### config.mk
export PLATFORM = sky130hd
export DESIGN_NAME = led_status_seq_flat
export DESIGN_NICKNAME = d
export VERILOG_FILES = /design/src/rtl/led_status_seq_if.sv /design/src/rtl/led_status_seq.sv /design/src/flat_wrapper.sv
export SDC_FILE = /design/constraint.sdc
export NUM_CORES = 1
export LEC_CHECK = 0
export CAP_MARGIN = 20
export CORE_MARGIN = 2
export CORE_UTILIZATION = 34
export DETAILED_ROUTE_END_ITERATION = 8
export GPL_ROUTABILITY_DRIVEN = 0
export GPL_TIMING_DRIVEN = 1
export SETUP_SLACK_MARGIN = 0.2
export SYNTH_ARGS = -nofsm -noshare
export SYNTH_HDL_FRONTEND = slang
export SYNTH_SLANG_ARGS = --single-unit
export TNS_END_PERCENT = 30
### constraint.sdc
create_clock -name clk -period 13.95 [get_ports clk]
set_input_delay 2.79 -clock clk [delete_from_list [all_inputs] [get_ports clk]]
set_output_delay 2.79 -clock clk [all_outputs]
set_load 0.01 [all_outputs]
### src/rtl/led_status_seq_if.sv
// Status/LED signal bundle between fault sources, the sequencer and the LED mux.
// Latency: none (wires only).
// Backpressure: none; sources are level-sampled and the LED side is always shown.
// Ports: asserted_i/status_i/clr_i from sources, led_drive_o/led_data_o/busy_o/pend_o back.
interface led_status_seq_if #(
  parameter int N_CH   = 2,
  parameter int STAT_W = 97,
  parameter int LED_W  = 8
);
  logic [N_CH-1:0]        asserted_i;
  logic [N_CH*STAT_W-1:0] status_i;
  logic                   clr_i;
  logic                   led_drive_o;
  logic [LED_W-1:0]       led_data_o;
  logic                   busy_o;
  logic [N_CH-1:0]        pend_o;

  // master: fault sources / controller side, slave: the sequencer
  modport master (
    output asserted_i, status_i, clr_i,
    input  led_drive_o, led_data_o, busy_o, pend_o
  );
  modport slave (
    input  asserted_i, status_i, clr_i,
    output led_drive_o, led_data_o, busy_o, pend_o
  );
endinterface

### src/rtl/led_status_seq.sv
// Multi-channel status-to-LED sequencer: latches per-channel status and shows
// alert, header, one frame per set bit, then a gap, lowest pending channel first.
// Latency: pend after 1 edge, ALERT 1 edge later; frames held DWELL_CYC cycles.
// Backpressure: none; a pending channel ignores new asserts until it finishes.
// Ports: clk, resetn (sync, active-low), bus (led_status_seq_if.slave).
module led_status_seq #(
  parameter int N_CH      = 2,
  parameter int STAT_W    = 97,
  parameter int LED_W     = 8,
  parameter int DWELL_CYC = 125_000_000
) (
  input  logic            clk,
  input  logic            resetn,
  led_status_seq_if.slave bus
);

  localparam int CH_W  = (N_CH > 1) ? $clog2(N_CH) : 1;
  localparam int I_W   = (STAT_W > 1) ? $clog2(STAT_W) : 1;
  localparam int CNT_W = $clog2(DWELL_CYC + 1);
  localparam int FRM_W = LED_W - 1;

  localparam logic [CNT_W-1:0] CNT_LOAD = CNT_W'(DWELL_CYC - 1);
  localparam logic [I_W-1:0]   I_LAST   = I_W'(STAT_W - 1);

  typedef enum logic [2:0] {IDLE, ALERT, HEAD, SCAN, SHOW, GAP} state_t;

  state_t            state;
  logic [N_CH-1:0]   pend;
  logic [STAT_W-1:0] stat [N_CH];
  logic [CH_W-1:0]   cur;
  logic [I_W-1:0]    idx;
  logic [CNT_W-1:0]  cnt;
  logic              drive;
  logic [LED_W-1:0]  data;
  logic              busy;

  logic [CH_W-1:0]   sel;
  logic              any_pend;

  // Lowest-index pending channel: scan downwards so the last hit wins.
  always_comb begin
    sel      = '0;
    any_pend = 1'b0;
    for (int c = N_CH - 1; c >= 0; c--) begin
      if (pend[c]) begin
        sel      = CH_W'(c);
        any_pend = 1'b1;
      end
    end
  end

  always_ff @(posedge clk) begin
    if (!resetn) begin
      state <= IDLE;
      pend  <= '0;
      cur   <= '0;
      idx   <= '0;
      cnt   <= '0;
      drive <= 1'b0;
      data  <= '0;
      busy  <= 1'b0;
    end else if (bus.clr_i) begin
      // Abort wins over capture: nothing is latched on this edge.
      state <= IDLE;
      pend  <= '0;
      idx   <= '0;
      cnt   <= '0;
      drive <= 1'b0;
      data  <= '0;
      busy  <= 1'b0;
    end else begin
      for (int c = 0; c < N_CH; c++) begin
        if (bus.asserted_i[c] && !pend[c]) begin
          pend[c] <= 1'b1;
          stat[c] <= bus.status_i[c*STAT_W +: STAT_W];
        end
      end

      case (state)
        IDLE: begin
          if (any_pend) begin
            cur   <= sel;
            idx   <= '0;
            cnt   <= CNT_LOAD;
            state <= ALERT;
            busy  <= 1'b1;
            drive <= 1'b1;
            data  <= '1;
          end
        end
        ALERT: begin
          if (cnt == '0) begin
            cnt   <= CNT_LOAD;
            state <= HEAD;
            data  <= {1'b1, FRM_W'(cur)};
          end else begin
            cnt <= cnt - CNT_W'(1);
          end
        end
        HEAD: begin
          if (cnt == '0) state <= SCAN;
          else           cnt   <= cnt - CNT_W'(1);
        end
        // SCAN leaves led_data untouched so the previous frame stays lit.
        SCAN: begin
          if (stat[cur][idx]) begin
            cnt   <= CNT_LOAD;
            state <= SHOW;
            data  <= {1'b0, FRM_W'(idx)};
          end else if (idx == I_LAST) begin
            cnt   <= CNT_LOAD;
            state <= GAP;
            drive <= 1'b0;
            data  <= '0;
          end else begin
            idx <= idx + I_W'(1);
          end
        end
        SHOW: begin
          if (cnt == '0) begin
            if (idx == I_LAST) begin
              cnt   <= CNT_LOAD;
              state <= GAP;
              drive <= 1'b0;
              data  <= '0;
            end else begin
              idx   <= idx + I_W'(1);
              state <= SCAN;
            end
          end else begin
            cnt <= cnt - CNT_W'(1);
          end
        end
        GAP: begin
          if (cnt == '0) begin
            // Placed after the capture loop so the clear wins for this channel.
            pend[cur] <= 1'b0;
            state     <= IDLE;
            busy      <= 1'b0;
          end else begin
            cnt <= cnt - CNT_W'(1);
          end
        end
        default: begin
          state <= IDLE;
          busy  <= 1'b0;
          drive <= 1'b0;
          data  <= '0;
        end
      endcase
    end
  end

  assign bus.led_drive_o = drive;
  assign bus.led_data_o  = data;
  assign bus.busy_o      = busy;
  assign bus.pend_o      = pend;

endmodule

### src/flat_wrapper.sv
// flat-port wrapper written by rule: the top's interface ports become plain ports
module led_status_seq_flat 
#(
  parameter int N_CH      = 2,
  parameter int STAT_W    = 97,
  parameter int LED_W     = 8,
  parameter int DWELL_CYC = 125_000_000
)
  (clk, resetn, bus_asserted_i, bus_status_i, bus_clr_i, bus_led_drive_o, bus_led_data_o, bus_busy_o, bus_pend_o);
  led_status_seq_if #(.N_CH(N_CH), .STAT_W(STAT_W), .LED_W(LED_W)) bus_i ();
  input  logic clk;
  input  logic resetn;
  input wire logic [$bits(bus_i.asserted_i)-1:0] bus_asserted_i;
  input wire logic [$bits(bus_i.status_i)-1:0] bus_status_i;
  input wire logic [$bits(bus_i.clr_i)-1:0] bus_clr_i;
  output wire logic [$bits(bus_i.led_drive_o)-1:0] bus_led_drive_o;
  output wire logic [$bits(bus_i.led_data_o)-1:0] bus_led_data_o;
  output wire logic [$bits(bus_i.busy_o)-1:0] bus_busy_o;
  output wire logic [$bits(bus_i.pend_o)-1:0] bus_pend_o;
  assign bus_i.asserted_i = bus_asserted_i;
  assign bus_i.status_i = bus_status_i;
  assign bus_i.clr_i = bus_clr_i;
  assign bus_led_drive_o = bus_i.led_drive_o;
  assign bus_led_data_o = bus_i.led_data_o;
  assign bus_busy_o = bus_i.busy_o;
  assign bus_pend_o = bus_i.pend_o;
  led_status_seq #(.N_CH(N_CH), .STAT_W(STAT_W), .LED_W(LED_W), .DWELL_CYC(DWELL_CYC)) u_core (.clk(clk), .resetn(resetn), .bus(bus_i));
endmodule
* Yosys cells after proc, flatten, opt, wreduce, memory -nomap -nowiden
Memory sizes are Yosys's and may differ from the RTL's. A register that Yosys moved wholly into a read port is not among the register bits.
Cells that the tools add are included.
** Storage, ports and cells
- Word-level logic and storage cells :: 114
- Memories :: 1
- RAM bits :: 194
- Register bits after elaboration :: 50
** Operators by class
- Mux-type cells :: 59
- Bitwise operators :: 7
- Equal/unequal tests :: 14
- $add $sub $neg :: 2
- Order comparisons :: 3
- Reduce and logical (&&, ||, !) cells :: 20
** Memories
- u_core.stat :: words 2, width 97, read ports 1, clocked after Yosys merged registers in 1, write ports 2, RTL line led_status_seq.sv:29 : logic [STAT_W-1:0] stat [N_CH];
** Operator list (count)
- $mux W27 :: 6
- $pmux W27 S5 :: 1
- $mux W8 :: 5
- $pmux W8 S5 :: 1
- $mux W7 :: 4
- $logic_not A27 Y1 :: 1
- $sub A27 B1 Y27 const B :: 1
- $mux W1 :: 26
- $mux W3 :: 8
- $pmux W7 S3 :: 1
- $pmux W3 S6 :: 1
- $reduce_and A4 Y1 :: 3
- $ne A2 B1 Y1 const B :: 5
- $reduce_and A3 Y1 :: 3
- $lt A7 B8 Y1 const B :: 1
- $add A7 B1 Y7 const B :: 1
- $bmux W1 S7 :: 1
- $eq A7 B7 Y1 const B :: 1
- $eq A3 B2 Y1 const B :: 2
- $eq A3 B3 Y1 const B :: 2
- $reduce_and A6 Y1 :: 1
- $not A1 Y1 :: 5
- $reduce_bool A5 Y1 :: 1
- $mux W2 :: 2
- 17 further kinds :: 22

* Depth between registers and ports, before layout
- Depth after elaboration :: 8
- Mapped depth :: 14
- Gate-level depth less buffers :: 9

* Worst setup path before layout
OpenSTA, ideal clock, no wires.
- Path kind :: input-to-reg
- From :: input port bus_clr_i
- To :: memory u_core.stat[1][0], enable pin
- Path buffers :: 1
- Required time :: 13.258 ns
- Path slack :: 2.997 ns
- Data arrival time :: 10.261 ns
- Stages on the path :: 3
- Cells stage by stage :: nand2b_1 -> clkbuf_1 -> nor3b_1
** RTL lines
- start, declared :: RTL line flat_wrapper.sv:15 : input wire logic [$bits(bus_i.clr_i)-1:0] bus_clr_i;
- end, declared :: RTL line led_status_seq.sv:29

==> results.md <==
Run status:
- The flow ran to the end, and the final reports show no timing, DRC or antenna violations.

Route:
- The first TritonRoute pass finished after 5 iterations.
- The aggregate routed wire length is 30000 um.
- The final routed wire length divided by cell count is 19.8 um.
- The number of remaining DRC errors is 0.
- The final route contains 7996 vias.
- The number of vias per cell after detailed routing is 5.28.
- The count of antenna-violating nets left after detailed routing is 0.
- In this run, the number of DRC markers left after iteration 0 of detailed routing was 628.

Synth:
- The biggest area contributor in the post-synthesis netlist is sky130_fd_sc_hd__edfxtp_1.
- The number of nets in the synthesized netlist is 1056.
- The proportion of synthesized chip area in sequential cells is 62.0%.
- After synthesis, the share of flip-flops with an asynchronous set or reset is 0%.
- In the synthesized netlist, the number of instances is 853.
- The post-synthesis register bit count is 245.
- The number of warnings printed during yosys synthesis is 0.
- Sorting the synthesized cells by area gives the leading types as sky130_fd_sc_hd__edfxtp_1 (53%), sky130_fd_sc_hd__dfxtp_1 (9.2%), sky130_fd_sc_hd__mux4_2 (7.5%).
- The synthesized netlist occupies a cell area of 11000 sq um.
- Yosys mapped a number of flops with a built-in enable equal to 194.
- Averaged over all synthesized cells, the footprint is 13.0 sq um.
- Synthesis instantiated 75 different standard cells from the library.
- The area share of the largest cell type after synthesis is 52.7%.
- The commonest register cell after synthesis is sky130_fd_sc_hd__edfxtp_1.

STA:
- The largest clock skew in the final design is 0.0163 ns.
- The setup TNS is 0 ns.
- The upper clock frequency limit is 196 MHz.
- The total of endpoints with negative setup slack in the final report is 0.
- Final hold analysis gives a worst-case slack of 0.488 ns.
- The max-slew violation total from the final report was 0.
- The number of hold violations in the final report is 0.
- The worst slew slack as a fraction of its limit is 30.0%.
- The time the final worst path needs with I/O delays and setup is 5.10 ns.
- At the pin with the least slew margin, the transition time is 1.05 ns.
- The final critical-path share of the clock period is 36.6%.
- Setup repair after global routing left no endpoint under its margin.

Setup path:
- The critical path goes through clkdlybuf4s50_1 -> nand2b_1 -> nor3b_2 -> buf_4 -> buf_4.
- Of all nets on the critical path, the largest fanout is 65.
- At the worst endpoint, the arrival time is 5.26 ns.
- The internal reg-to-reg setup slack is 9.81 ns.
- The number of cells on the worst reg-to-reg path is 9.
- The stage delay of the slowest cell on the critical path is 0.78 ns.
- The critical path's slowest cell is sky130_fd_sc_hd__buf_4.
- The critical path endpoint category is a flop.
- The type of element launching the critical path is an input port.
- In this run the critical register-to-register path is captured at u_core.idx[2]$_SDFFE_PP0P_.
- The cell seen most often among critical-path stages is sky130_fd_sc_hd__buf_4.
- The required time of the worst setup path is 14.11 ns.
- The path type of the worst setup path is in2reg.

Cells and area:
- The top cell types in the final layout, fill and taps aside, are sky130_fd_sc_hd__clkdlybuf4s50_1 (210), sky130_fd_sc_hd__edfxtp_1 (194), sky130_fd_sc_hd__nand2_1 (67).
- Leaving out fill and tap cells, the most frequent cell in the layout is sky130_fd_sc_hd__clkdlybuf4s50_1.
- With fillers left out, the area of the finished cells amounts to 14400 sq um.
- The final layout net count is 1253.
- The layout cell share with drive strength beyond 1 is 10.7%.
- From synthesis to final layout, the design area changed by 30.3%.

Floorplan:
- The total area inside the core boundary comes to 32300 sq um.
- In this run the count of I/O pins placed on the die edge is 211.
- The die covers 34000 sq um.
- The x dimension of the die is 184 um.
- Once the floorplan was initialized, standard cells occupied 34.2% of the core.
- In this run the vertical extent of the chip is 184 um.
- The number of placement rows is 66.

Global routing:
- Entering global routing, the biggest net connects 66 pins.
- The number of antenna violations at the first check in global routing is 3.
- The via count of the first global-routing pass is 7889.
- The wire length of the first global-routing pass is 45500 um.
- The total global routing overflow is 0.
- The total global routing track utilization is 17.5%.

Hold path:
- The beginning of the worst hold path is u_core.cnt[15]$_SDFFE_PP0P_.
- The cell count of the worst hold path is 2.
- For hold timing, the worst endpoint is u_core.cnt[15]$_SDFFE_PP0P_.
- The worst hold path belongs to the class reg2reg.

Power and ir drop:
- The proportion of power drawn by flip-flops and latches is 47.3%.
- In this run switching power makes up 24.3% of total power.
- Combinational logic is responsible for 12.6% of the overall power.
- Internal power comes to 1.33 mW.
- The portion of total power attributed to the clock network is 40.1%.
- The worst IR drop on VDD is 0.0863 mV.
- The static leakage is 4.67 nW.
- The analysis attributes to net switching a power of 0.427 mW.
- The total power divided by cell area is 122 nW/um^2.

Placement:
- Buffers placed on the I/O ports in this run total 210.
- The area of placed instances is 13500 sq um.
- The placed wire-length estimate is 21100 um.

Clock network:
- The number of buffers on the longest clock path is 3.
- After clock tree synthesis, the clock-pin slew on the worst setup and hold paths is 0.06 ns.
- The post-cts repair resize count is 0.
- In this run, post-CTS hold repair placed 0 buffers.
- The insertion delay to the later sink of the worst-skew pair is 0.55 ns.
- The number of buffers inserted by post-CTS setup repair is 0.
- Clock tree synthesis selected as its root buffer the cell sky130_fd_sc_hd__clkbuf_16.
- In this run, CTS created clock tree buffers numbering 27.
- The clock sink total is 245.
- TritonCTS built the clock tree.
- The maximum level of the CTS H-tree is 1.

Job:
- The max-capacitance violation count is 0.
power groups by stage:
| stage | Combinational (mW) | Sequential [mW] | Clock (mW) |
|---|---|---|---|
| 2_1_floorplan | 0.119 | 0.845 | 0 |
| 3_3_place_gp | 0.219 | 0.845 | 0 |
| 3_5_place_dp | 0.220 | 0.846 | 0 |
| 4_1_cts | 0.220 | 0.831 | 0.717 |
| 5_1_grt | 0.240 | 0.833 | 0.745 |
| 6_report | 0.220 | 0.831 | 0.704 |
cells by family (layout without fill, tap and decap cells):
| kind of cell | count (synthesis) | in the layout | synth area share [%] |
|---|---|---|---|
| other | 0 | 1 | 0 |
| muxes | 70 | 70 | 10.6 |
| and+or+nand+nor | 232 | 232 | 10.3 |
| buffers and inverters | 67 | 285 | 3.01 |
| DFF | 245 | 245 | 62.0 |
| xor gates and xnor gates | 3 | 3 | 0.238 |
| AOI/OAI and AO/OA | 231 | 231 | 13.3 |
| adders and majority gates | 5 | 5 | 0.544 |
synthesized netlist by cell type (all sizes together) (4+ instances only):
library cell / number
o22ai: 4
o31ai: 7
or4: 5
mux2i: 29
a211oi: 7
nand4: 10
nor3: 19
a21oi: 67
and4: 4
clkbuf: 31
nor4: 17
ha: 4
o2bb2ai: 4
and3: 4
nand2: 67
nand3: 16
mux2: 4
dfxtp: 51
a2bb2oi: 5
nor2: 59
o21ai: 67
a22oi: 13
or3: 6
nor3b: 5
and2: 6
nor2b: 7
nand2b: 5
o32ai: 4
inv: 11
edfxtp: 194
a31oi: 14
buf: 23
mux4: 37
o21a: 6
stage by stage:
| stage | setup slack (ns) | total power [mW] | cells | utilization [%] |
|---|---|---|---|---|
| 2_1_floorplan | 3.00 | 0.964 | 853 | - |
| 6_report | 8.85 | 1.76 | 1514 | 44.6 |
| 5_1_grt | 8.66 | 1.82 | 1513 | 44.6 |
| 4_1_cts | 8.82 | 1.77 | 1512 | 44.6 |
| 3_3_place_gp | 8.29 | 1.06 | 1462 | 41.9 |
| 3_5_place_dp | 8.24 | 1.07 | 1462 | 41.9 |
final cells by class:
type	count	area (sq um)
Timing Repair Buffer	222	2190
Inverter	13	48.8
Clock buffer	29	683
Fill cell	2888	17900
Antenna cell	1	2.50
Sequential cell	245	6850
Multi-Input combinational cell	541	3880
Clock inverter	21	186
Tap cell	442	553
how the worst max path moves through the flow:
stage	startpoint	to	cells after the start
final	bus_clr_i	u_core.stat[1][63]$_DFFE_PP_	5
after CTS	bus_clr_i	u_core.stat[1][42]$_DFFE_PP_	5
after global placement	bus_clr_i	u_core.stat[1][29]$_DFFE_PP_	5
after global routing	bus_clr_i	u_core.stat[1][72]$_DFFE_PP_	5
after floorplan	bus_clr_i	u_core.stat[1][0]$_DFFE_PP_	3
after detailed placement	bus_clr_i	u_core.stat[1][31]$_DFFE_PP_	5
worst max-delay path, delay by kind of cell:
family	cells	cell delay, ns
buffers and inverters	3	1.63
AND/OR/NAND/NOR	2	0.76
flip-flops by register name, indices dropped and copies added, names as in the netlist, named ones only:
register                count
u_core.cur                  1
u_core.bus.busy_o           1
u_core.cnt                 27
u_core.state                3
u_core.bus.pend_o           2
u_core.idx                  7
u_core.bus.led_data_o       8
u_core.stat               194
u_core.bus.led_drive_o      1
metal layers:
metal / vias to the layer above / global-route usage (%) / share of wire [%]
li1: 3753 / - / -
met1: 3886 / 22.0 / 41
met2: 292 / 29.5 / 48
met3: 59 / 4.45 / 7.6
met4: 6 / 5.41 / 2.7
met5: - / 0 / 0.13
Power figures use the tool's default switching activity.
